`src/rtl/uart_tx_arbiter_pkg.sv`:
```
// Shared types and helpers for the UART transmit arbiter: FSM encoding and
// a clog2 that never returns zero so counter/index vectors stay legal.
package uart_tx_arbiter_pkg;

    localparam int DATA_BITS_DEF = 8;

    typedef enum logic [2:0] {
        ST_IDLE      = 3'd0,
        ST_LAUNCH    = 3'd1,
        ST_WAIT_BUSY = 3'd2,
        ST_WAIT_DONE = 3'd3,
        ST_GAP       = 3'd4
    } state_t;

    function automatic int clog2_min1(input int value);
        return (value <= 2) ? 1 : $clog2(value);
    endfunction

endpackage

```
`src/rtl/uart_tx_arbiter_if.sv`:
```
// Producer/transmitter-facing signal bundle of the arbiter. The arbiter
// uses the slave view; the environment (producers, uart_tx, baud gen) the master view.
interface uart_tx_arbiter_if
    import uart_tx_arbiter_pkg::*;
#(
    parameter int N_REQ     = 4,
    parameter int DATA_BITS = DATA_BITS_DEF
);
    localparam int ID_W = clog2_min1(N_REQ);

    logic                         baud_tick;
    logic [N_REQ-1:0]             req;
    logic [N_REQ*DATA_BITS-1:0]   req_data;
    logic [N_REQ-1:0]             ack;
    logic                         tx_start;
    logic [DATA_BITS-1:0]         tx_data;
    logic                         tx_busy;
    logic [ID_W-1:0]              grant_id;
    logic                         busy;
    logic                         err;

    modport slave (
        input  baud_tick, req, req_data, tx_busy,
        output ack, tx_start, tx_data, grant_id, busy, err
    );

    modport master (
        output baud_tick, req, req_data, tx_busy,
        input  ack, tx_start, tx_data, grant_id, busy, err
    );

endinterface

```
`src/rtl/uart_rr_pick.sv`:
```
// Combinational round-robin selector: first set request at or after the
// pointer, wrapping modulo N_REQ.
module uart_rr_pick
    import uart_tx_arbiter_pkg::*;
#(
    parameter  int N_REQ = 4,
    localparam int ID_W  = clog2_min1(N_REQ)
) (
    input  logic [N_REQ-1:0] i_req,
    input  logic [ID_W-1:0]  i_ptr,
    output logic             o_valid,
    output logic [ID_W-1:0]  o_idx
);

    // Walk offsets from farthest to nearest so the nearest hit is written last.
    always_comb begin
        o_valid = 1'b0;
        o_idx   = '0;
        for (int k = N_REQ - 1; k >= 0; k--) begin
            if (i_req[(int'(i_ptr) + k) % N_REQ]) begin
                o_valid = 1'b1;
                o_idx   = ID_W'((int'(i_ptr) + k) % N_REQ);
            end
        end
    end

endmodule

```
`src/rtl/uart_tx_arbiter.sv`:
```
// Round-robin arbiter sharing one uart_tx among N_REQ byte producers, with
// start-timeout detection and an optional inter-frame gap in baud ticks.
module uart_tx_arbiter
    import uart_tx_arbiter_pkg::*;
#(
    parameter int N_REQ     = 4,
    parameter int DATA_BITS = DATA_BITS_DEF,
    parameter int GAP_TICKS = 1,
    parameter int TIMEOUT   = 64
) (
    input  logic             clk,
    input  logic             reset,
    uart_tx_arbiter_if.slave bus
);

    localparam int ID_W  = clog2_min1(N_REQ);
    localparam int TO_W  = clog2_min1(TIMEOUT);
    localparam int GAP_W = clog2_min1(GAP_TICKS + 1);

    localparam logic [TO_W-1:0]  TO_LAST  = TO_W'(TIMEOUT - 1);
    localparam logic [GAP_W-1:0] GAP_LAST = GAP_W'((GAP_TICKS > 0) ? GAP_TICKS - 1 : 0);
    localparam logic [ID_W-1:0]  ID_LAST  = ID_W'(N_REQ - 1);

    state_t               r_state;
    state_t               w_state_nxt;
    logic [ID_W-1:0]      r_ptr;
    logic [ID_W-1:0]      r_grant_id;
    logic [DATA_BITS-1:0] r_tx_data;
    logic [TO_W-1:0]      r_to_cnt;
    logic [GAP_W-1:0]     r_gap_cnt;

    logic                 w_pick_vld;
    logic [ID_W-1:0]      w_pick_idx;
    logic                 w_launch;
    logic                 w_timeout;
    logic                 w_gap_done;
    logic [N_REQ-1:0]     w_ack;
    logic                 w_tx_start;
    logic                 w_err;

    uart_rr_pick #(.N_REQ(N_REQ)) u_pick (
        .i_req   (bus.req),
        .i_ptr   (r_ptr),
        .o_valid (w_pick_vld),
        .o_idx   (w_pick_idx)
    );

    // A new frame is only launched while the transmitter is actually idle.
    assign w_launch   = w_pick_vld && !bus.tx_busy;
    assign w_timeout  = !bus.tx_busy && (r_to_cnt == TO_LAST);
    assign w_gap_done = bus.baud_tick && (r_gap_cnt == GAP_LAST);

    always_ff @(posedge clk or posedge reset) begin
        if (reset) r_state <= ST_IDLE;
        else       r_state <= w_state_nxt;
    end

    always_comb begin
        w_state_nxt = r_state;
        w_ack       = '0;
        w_tx_start  = 1'b0;
        w_err       = 1'b0;
        unique case (r_state)
            ST_IDLE: begin
                if (w_launch) w_state_nxt = ST_LAUNCH;
            end
            ST_LAUNCH: begin
                w_tx_start        = 1'b1;
                w_ack[r_grant_id] = 1'b1;
                w_state_nxt       = ST_WAIT_BUSY;
            end
            ST_WAIT_BUSY: begin
                if (bus.tx_busy) begin
                    w_state_nxt = ST_WAIT_DONE;
                end else if (w_timeout) begin
                    w_err       = 1'b1;
                    w_state_nxt = ST_IDLE;
                end
            end
            ST_WAIT_DONE: begin
                if (!bus.tx_busy) w_state_nxt = (GAP_TICKS > 0) ? ST_GAP : ST_IDLE;
            end
            ST_GAP: begin
                if (w_gap_done) w_state_nxt = ST_IDLE;
            end
            default: w_state_nxt = ST_IDLE;
        endcase
    end

    always_ff @(posedge clk or posedge reset) begin
        if (reset) begin
            r_ptr      <= '0;
            r_grant_id <= '0;
            r_tx_data  <= '0;
            r_to_cnt   <= '0;
            r_gap_cnt  <= '0;
        end else begin
            // Byte is captured at selection, so a later req drop cannot corrupt it.
            if (r_state == ST_IDLE && w_launch) begin
                r_grant_id <= w_pick_idx;
                r_tx_data  <= bus.req_data[int'(w_pick_idx)*DATA_BITS +: DATA_BITS];
            end

            if (r_state == ST_LAUNCH) begin
                r_ptr    <= (r_grant_id == ID_LAST) ? '0 : r_grant_id + ID_W'(1);
                r_to_cnt <= '0;
            end else if (r_state == ST_WAIT_BUSY && !bus.tx_busy && !w_timeout) begin
                r_to_cnt <= r_to_cnt + TO_W'(1);
            end

            // Ticks only count while already in GAP; the entry-cycle tick is ignored.
            if (r_state != ST_GAP) begin
                r_gap_cnt <= '0;
            end else if (bus.baud_tick) begin
                r_gap_cnt <= w_gap_done ? '0 : r_gap_cnt + GAP_W'(1);
            end
        end
    end

    assign bus.ack      = w_ack;
    assign bus.tx_start = w_tx_start;
    assign bus.tx_data  = r_tx_data;
    assign bus.grant_id = r_grant_id;
    assign bus.busy     = (r_state != ST_IDLE);
    assign bus.err      = w_err;

endmodule

```
`src/flat_wrapper.sv`:
```
// flat-port wrapper written by rule: the top's interface ports become plain ports
module uart_tx_arbiter_flat import uart_tx_arbiter_pkg::*;
#(
    parameter int N_REQ     = 4,
    parameter int DATA_BITS = DATA_BITS_DEF,
    parameter int GAP_TICKS = 1,
    parameter int TIMEOUT   = 64
)
  (clk, reset, bus_baud_tick, bus_req, bus_req_data, bus_tx_busy, bus_ack, bus_tx_start, bus_tx_data, bus_grant_id, bus_busy, bus_err);
  uart_tx_arbiter_if #(.N_REQ(N_REQ), .DATA_BITS(DATA_BITS)) bus_i ();
  input  logic clk;
  input  logic reset;
  input wire logic [$bits(bus_i.baud_tick)-1:0] bus_baud_tick;
  input wire logic [$bits(bus_i.req)-1:0] bus_req;
  input wire logic [$bits(bus_i.req_data)-1:0] bus_req_data;
  input wire logic [$bits(bus_i.tx_busy)-1:0] bus_tx_busy;
  output wire logic [$bits(bus_i.ack)-1:0] bus_ack;
  output wire logic [$bits(bus_i.tx_start)-1:0] bus_tx_start;
  output wire logic [$bits(bus_i.tx_data)-1:0] bus_tx_data;
  output wire logic [$bits(bus_i.grant_id)-1:0] bus_grant_id;
  output wire logic [$bits(bus_i.busy)-1:0] bus_busy;
  output wire logic [$bits(bus_i.err)-1:0] bus_err;
  assign bus_i.baud_tick = bus_baud_tick;
  assign bus_i.req = bus_req;
  assign bus_i.req_data = bus_req_data;
  assign bus_i.tx_busy = bus_tx_busy;
  assign bus_ack = bus_i.ack;
  assign bus_tx_start = bus_i.tx_start;
  assign bus_tx_data = bus_i.tx_data;
  assign bus_grant_id = bus_i.grant_id;
  assign bus_busy = bus_i.busy;
  assign bus_err = bus_i.err;
  uart_tx_arbiter #(.N_REQ(N_REQ), .DATA_BITS(DATA_BITS), .GAP_TICKS(GAP_TICKS), .TIMEOUT(TIMEOUT)) u_core (.clk(clk), .reset(reset), .bus(bus_i));
endmodule
```
`config.mk`:
```
export PLATFORM = sky130hd
export DESIGN_NAME = uart_tx_arbiter_flat
export DESIGN_NICKNAME = d
export VERILOG_FILES = /design/src/rtl/uart_tx_arbiter_pkg.sv /design/src/rtl/uart_tx_arbiter_if.sv /design/src/rtl/uart_rr_pick.sv /design/src/rtl/uart_tx_arbiter.sv /design/src/flat_wrapper.sv
export SDC_FILE = /design/constraint.sdc
export NUM_CORES = 1
export LEC_CHECK = 0
export CAP_MARGIN = 20
export CORE_UTILIZATION = 45
export DETAILED_ROUTE_END_ITERATION = 6
export MAX_ROUTING_LAYER = met4
export PLACE_DENSITY = 0.84
export RECOVER_POWER = 50
export SLEW_MARGIN = 5
export SYNTH_ARGS = -nofsm -noshare
export SYNTH_HDL_FRONTEND = slang
export SYNTH_HIERARCHICAL = 1
export SYNTH_SLANG_ARGS = --single-unit
```
`constraint.sdc`:
```
create_clock -name clk -period 2.9 [get_ports clk]
set_input_delay 0.725 -clock clk [delete_from_list [all_inputs] [get_ports clk]]
set_output_delay 0.725 -clock clk [all_outputs]
set_load 0.01 [all_outputs]
```
# Yosys cells after proc, flatten, opt, wreduce, memory -nomap -nowiden
# Index checks and enable logic that the tools add are counted.
[word_totals] out_inout_bits=17 wordCells=89 ff_bits=22 in_bits=40
[op_classes] add_sub_neg=6 muxes=38 eq_ne=11 shift=1 n_reduce_logical=17 n_lt_le_gt_ge=6 bitwise_logic=4
[op_table] op="$shiftx A32 B6 Y8" n=1
[op_table] op="$mux W1" n=19
[op_table] op="$mux W3" n=5
[op_table] op="$pmux W3 S5" n=1
[op_table] op="$lt A3 B4 Y1 const B" n=3
[op_table] op="$mux W6" n=2
[op_table] op="$mux W2" n=5
[op_table] op="$bmux W1 S2" n=4
[op_table] op="$logic_and A1 B1 Y1" n=7
[op_table] op="$add A6 B1 Y6 const B" n=1
[op_table] op="$eq A3 B2 Y1 const B" n=2
[op_table] op="$eq A6 B6 Y1 const B" n=1
[op_table] op="$lt A2 B3 Y1 const B" n=2
[op_table] op="$reduce_or A2 Y1" n=3
[op_table] op="$add A2 B1 Y2 const B" n=2
[op_table] op="$add A2 B2 Y2 const B" n=2
[op_table] op="$mux W4" n=1
[op_table] op="$ne A2 B1 Y1 const B" n=2
[op_table] op="$reduce_and A4 Y1" n=1
[op_table] op="$reduce_bool A2 Y1" n=2
[op_table] op="$and A1 B1 Y1 const A" n=3
[op_table] op="$eq A3 B1 Y1 const B" n=1
[op_table] op="$eq A3 B3 Y1 const B" n=1
[op_table] op="$logic_not A3 Y1" n=1
[op_table] op="10 further kinds" n=11

# Logic depth before layout (Yosys ltp)
[depth] word_depth=13 mapped_depth=6 depth_no_buf=5

# Cells and area by module
# The synthesis kept the hierarchy.
[by_module_without_submodules] mod="uart_tx_arbiter" area_per_inst_um2=1296.2 n_inst=1 cells_per_inst=100 seq_area_each_um2=550.5
[by_module_without_submodules] mod="uart_rr_pick" area_per_inst_um2=77.6 n_inst=1 cells_per_inst=13 seq_area_each_um2=0.0

# Worst setup path before layout
# Ideal clock, no wire load.
[synth_timing] kind="input -> output" start="input port bus_tx_busy" end="output port bus_err" t_required_ps=2175 arrival_time_ps=1508 path_buffers=0 setup_slack_ps=667 stages=2 path_cell_list="or4b_1 > nor3_1"
[synth_via] elab_chain_cells=5
[synth_rtl] item="start: declaration" line_no="flat_wrapper.sv:16" rtl="input wire logic [$bits(bus_i.tx_busy)-1:0] bus_tx_busy;"
[synth_rtl] item="$logic_not A1 Y1" line_no="uart_tx_arbiter.sv:50" rtl="assign w_timeout = !bus.tx_busy && (r_to_cnt == TO_LAST);"
[synth_rtl] item="$logic_and A1 B1 Y1" line_no="uart_tx_arbiter.sv:50"
[synth_rtl] item="$mux W1" line_no="uart_tx_arbiter.sv:75" rtl="end else if (w_timeout) begin"
[synth_rtl] item="$mux W1 (*)" line_no="uart_tx_arbiter.sv:73" rtl="if (bus.tx_busy) begin"
[synth_rtl] item="$mux W1 (*)" line_no="uart_tx_arbiter.sv:63" rtl="unique case (r_state)"
[synth_rtl] item="end: declaration" line_no="flat_wrapper.sv:22" rtl="output wire logic [$bits(bus_i.err)-1:0] bus_err;"
# Every way passes the cells marked *; elsewhere a longest branch is shown, timed or not.

# Worst setup path after layout
# Same ends and word-level chain as after synthesis.

==> results.sh <==
export IMPL_drt_wirelength_per_cell_um=13.6
export IMPL_dr_pass1_iters=6
export IMPL_core_area_um2=2830
export IMPL_antenna_cells=0
export IMPL_maxCapViolations=0
export IMPL_totalWireLength_um=2770
export IMPL_cts_tree="built"
export IMPL_r2r_cells=5
export IMPL_worstMarginPinSlew_ns=0.800
export IMPL_criticalPathCategory="input pin to output pin"
export IMPL_status="complete, but fails checks"
export IMPL_grt_first_pass_wirelength_um=4760
export IMPL_pin_count=57
export IMPL_initial_core_util_pct=48.6
export IMPL_pwr_share_clk_pct=10.4
export IMPL_internal_power_mw=1.04
export IMPL_area_delta_synth_final_pct=45.2
export IMPL_clock_sinks=22
export IMPL_min_path_type="register to register"
export IMPL_worst_path_buf_inv=2
export IMPL_hold_ws_ns=0.525
export IMPL_grt_usage_pct=19.5
export IMPL_report_final_slew_viol_count=0
export IMPL_ir_worst_vdd_v=0.000418
export IMPL_yosys_warnings=6
export IMPL_critPathSlowestCell="or4b_1"
export IMPL_period_share_pct=96.7
export IMPL_r2r_start="u_core/r_ptr[1]"
export IMPL_antenna_found_initial=0
export IMPL_clockBufferDepth=2
export IMPL_yosysTopAreaCell="dfrtp_1"
export IMPL_final_cells=204
export IMPL_endpoint_kind="output pin"
export IMPL_dieWidth_um=57.3
export IMPL_fillers=189
export IMPL_grt_max_degree=23
export IMPL_rrSetupSlack_ns=0.82
export IMPL_crit_family="buffers and inverters"
export IMPL_tns_ns=0
export IMPL_layout_area_seq_um2=551
export IMPL_avgViaCountPerCell=5.37
export IMPL_power_density_nw_per_um2=782
export IMPL_io_buffers=56
export IMPL_worst_path_max_fanout=2
export IMPL_p_sw_uw=521
export IMPL_multi_input_area_um2=768
export IMPL_hold_path_startpoint="u_core/bus.tx_data[1]"
export IMPL_cts_setup_buffers=0
export IMPL_drtIter0Drc=18
export IMPL_required_ns=2.17
export IMPL_grt_ovfl_total=0
export IMPL_drc=2
export IMPL_fin_crit_ns=2.80
export IMPL_finalSetupViolations=0
export IMPL_max_slew_margin_pct=46.6
export IMPL_syn_area_um2=1370
export IMPL_arrival_ns=2.08
export IMPL_clock_skew_ns=0.00745
export IMPL_first_global_vias=1145
export IMPL_max_stage_delay_ns=0.50
export IMPL_numCtsBuffers=3
export IMPL_min_to="u_core/bus.tx_data[1]"
export IMPL_synth_seq_cells=22
export IMPL_syn_area_per_cell_um2=12.2
export IMPL_power_mw=1.56
export IMPL_hold_viol_final=0
export IMPL_r2r_end="u_core/bus.tx_data[6]"
export IMPL_power_switching_share_pct=33.4
export IMPL_htreeDepth=1
export IMPL_rows=19
export IMPL_synthTopCellsByArea="dfrtp_1 40%, mux4_2 13%, mux2_4 11%"
export IMPL_placed_cells=200
export IMPL_yosysSeqAreaShare_pct=40.1
export IMPL_drive_gt1_share_pct=16.2
export IMPL_die_y_um=57.3
export IMPL_gp_congestion=0.724
export IMPL_dpl_hpwl_um=2300
export IMPL_netlist_area_leader_share_pct=40.1
export IMPL_power_leakage_nw=0.866
export IMPL_synth_cell_types=34
export IMPL_syn_inst=113
export IMPL_nets=219
export IMPL_min_path_cells=1
export IMPL_p_comb_share_pct=54.6
export IMPL_violations="design-rule violations"
export IMPL_clk_insertion_delay_late_ns=0.30
export IMPL_ant_nets=0
export IMPL_crit_chain="clkdlybuf4s50_1, or4b_1, nor3_1, dlygate4sd2_1"
export IMPL_root_buffer="clkbuf_4"
export IMPL_syn_nets=158
export IMPL_rsz0062_at_grt="no"
export IMPL_sequentialPowerShare_pct=35.0
export IMPL_max_freq_ghz=0.357
export IMPL_path_clk_slew_ns=0.12
export IMPL_dieArea_um2=3280
export IMPL_critPathLaunchType="input pin"
export IMPL_via_count=1095
-- routing by layer --
metal | routed length (um) | GRT usage [%]
met4 | 54 | 7.67
met3 | 220 | 4.54
met2 | 1340 | 31.1
met5 | 0 | -
met1 | 1160 | 24.1
-- flip-flops by register name, indices dropped and copies added (netlist names) --
| register | cells |
|---|---|
| u_core/bus.grant_id | 2 |
| u_core/bus.tx_data | 8 |
| u_core/r_gap_cnt | 1 |
| u_core/r_ptr | 2 |
| u_core/r_state | 3 |
| u_core/r_to_cnt | 6 |
-- power by group through the flow --
stage | Sequential, mW | Combinational (mW) | Clock (mW)
2_1_floorplan | 0.558 | 0.519 | 0
3_3_place_gp | 0.542 | 0.849 | 0
3_5_place_dp | 0.551 | 0.874 | 0
4_1_cts | 0.548 | 0.875 | 0.167
5_1_grt | 0.570 | 0.928 | 0.178
6_report | 0.547 | 0.851 | 0.162
-- placed cells by master (no fill, tap or decap), types with 2 or more instances in the layout --
| cell | n |
|---|---|
| mux2_4 | 10 |
| mux2_2 | 2 |
| clkbuf_1 | 2 |
| ha_1 | 5 |
| nand2_1 | 4 |
| and2_1 | 5 |
| dlygate4sd3_1 | 3 |
| inv_1 | 5 |
| clkbuf_4 | 3 |
| buf_4 | 2 |
| dfrtp_1 | 22 |
| nor3_1 | 2 |
| a211oi_1 | 2 |
| clkdlybuf4s50_1 | 52 |
| xor2_1 | 4 |
| mux4_2 | 8 |
| o211ai_1 | 2 |
| nor2_1 | 16 |
| mux2i_1 | 2 |
| nand2b_1 | 3 |
| nor3b_1 | 2 |
-- synthesized netlist by cell type --
cell       number
dfrtp_1        22
nor2_1         16
mux2_4         10
mux4_2          8
and2_1          5
ha_1            5
inv_1           5
nand2_1         4
xor2_1          4
nand2b_1        3
a211oi_1        2
clkbuf_1        2
mux2_2          2
mux2i_1         2
nor3_1          2
nor3b_1         2
o211ai_1        2
a211oi_2        1
a21oi_1         1
a311oi_1        1
a31oi_1         1
and3_1          1
buf_2           1
buf_6           1
nand3_1         1
nand3b_4        1
nor2b_1         1
nor4b_1         1
o2111ai_1       1
o21ai_1         1
o21bai_1        1
o32ai_1         1
or3_4           1
or4b_1          1
-- repair_timing --
| item | in CTS | in global routing |
|---|---|---|
| hold buffers | 0 | 0 |
| endpoints found under the setup margin | 1 | 0 |
| gates resized for setup | 1 | 0 |
-- worst max-delay path by stage --
| stage | cells after the start | from | end | slack, ns |
|---|---|---|---|---|
| after floorplan | 2 | bus_tx_busy | bus_err | 0.67 |
| after global placement | 4 | bus_tx_busy | bus_err | -0.16 |
| after detailed placement | 4 | bus_tx_busy | bus_err | -0.20 |
| after CTS | 4 | bus_tx_busy | bus_err | 0.08 |
| after global routing | 4 | bus_tx_busy | bus_err | 0.02 |
| final | 4 | bus_tx_busy | bus_err | 0.1 |
-- worst reg2reg max path, delay by kind of cell (launching register included) --
| kind | cells | cell delay (ns) |
|---|---|---|
| simple gates | 2 | 0.75 |
| mux | 2 | 0.69 |
| flops | 1 | 0.46 |
| compound gates | 1 | 0.08 |
-- stage by stage --
step	setup slack, ns	util [%]	instance area [um^2]
3_3_place_gp	-0.162	70.0	1980
6_report	0.0970	70.5	1990
2_1_floorplan	0.667	-	1370
5_1_grt	0.0219	70.5	1990
3_5_place_dp	-0.203	70.0	1980
4_1_cts	0.0839	71.2	2010
-- cell type report --
| cell class | count | area share, % |
|---|---|---|
| flip-flops and latches | 22 | 27.6 |
| well taps | 31 | 1.94 |
| multi-input cells | 82 | 38.5 |
| inverters | 5 | 0.941 |
| repair buffers | 60 | 29.2 |
| clock buffers | 4 | 1.82 |
-- kinds of logic (layout without fill, tap and decap cells) --
logic type | after synthesis | after routing | share of synthesized area, %
mux | 22 | 22 | 27.1
buf+inv | 9 | 69 | 3.10
flops | 22 | 22 | 40.1
simple gates | 39 | 39 | 15.8
compound gates | 12 | 12 | 6.74
xor+xnor | 4 | 4 | 2.55
fa+ha+maj | 5 | 5 | 4.55
Note: power is estimated with default switching activity, not from simulation.
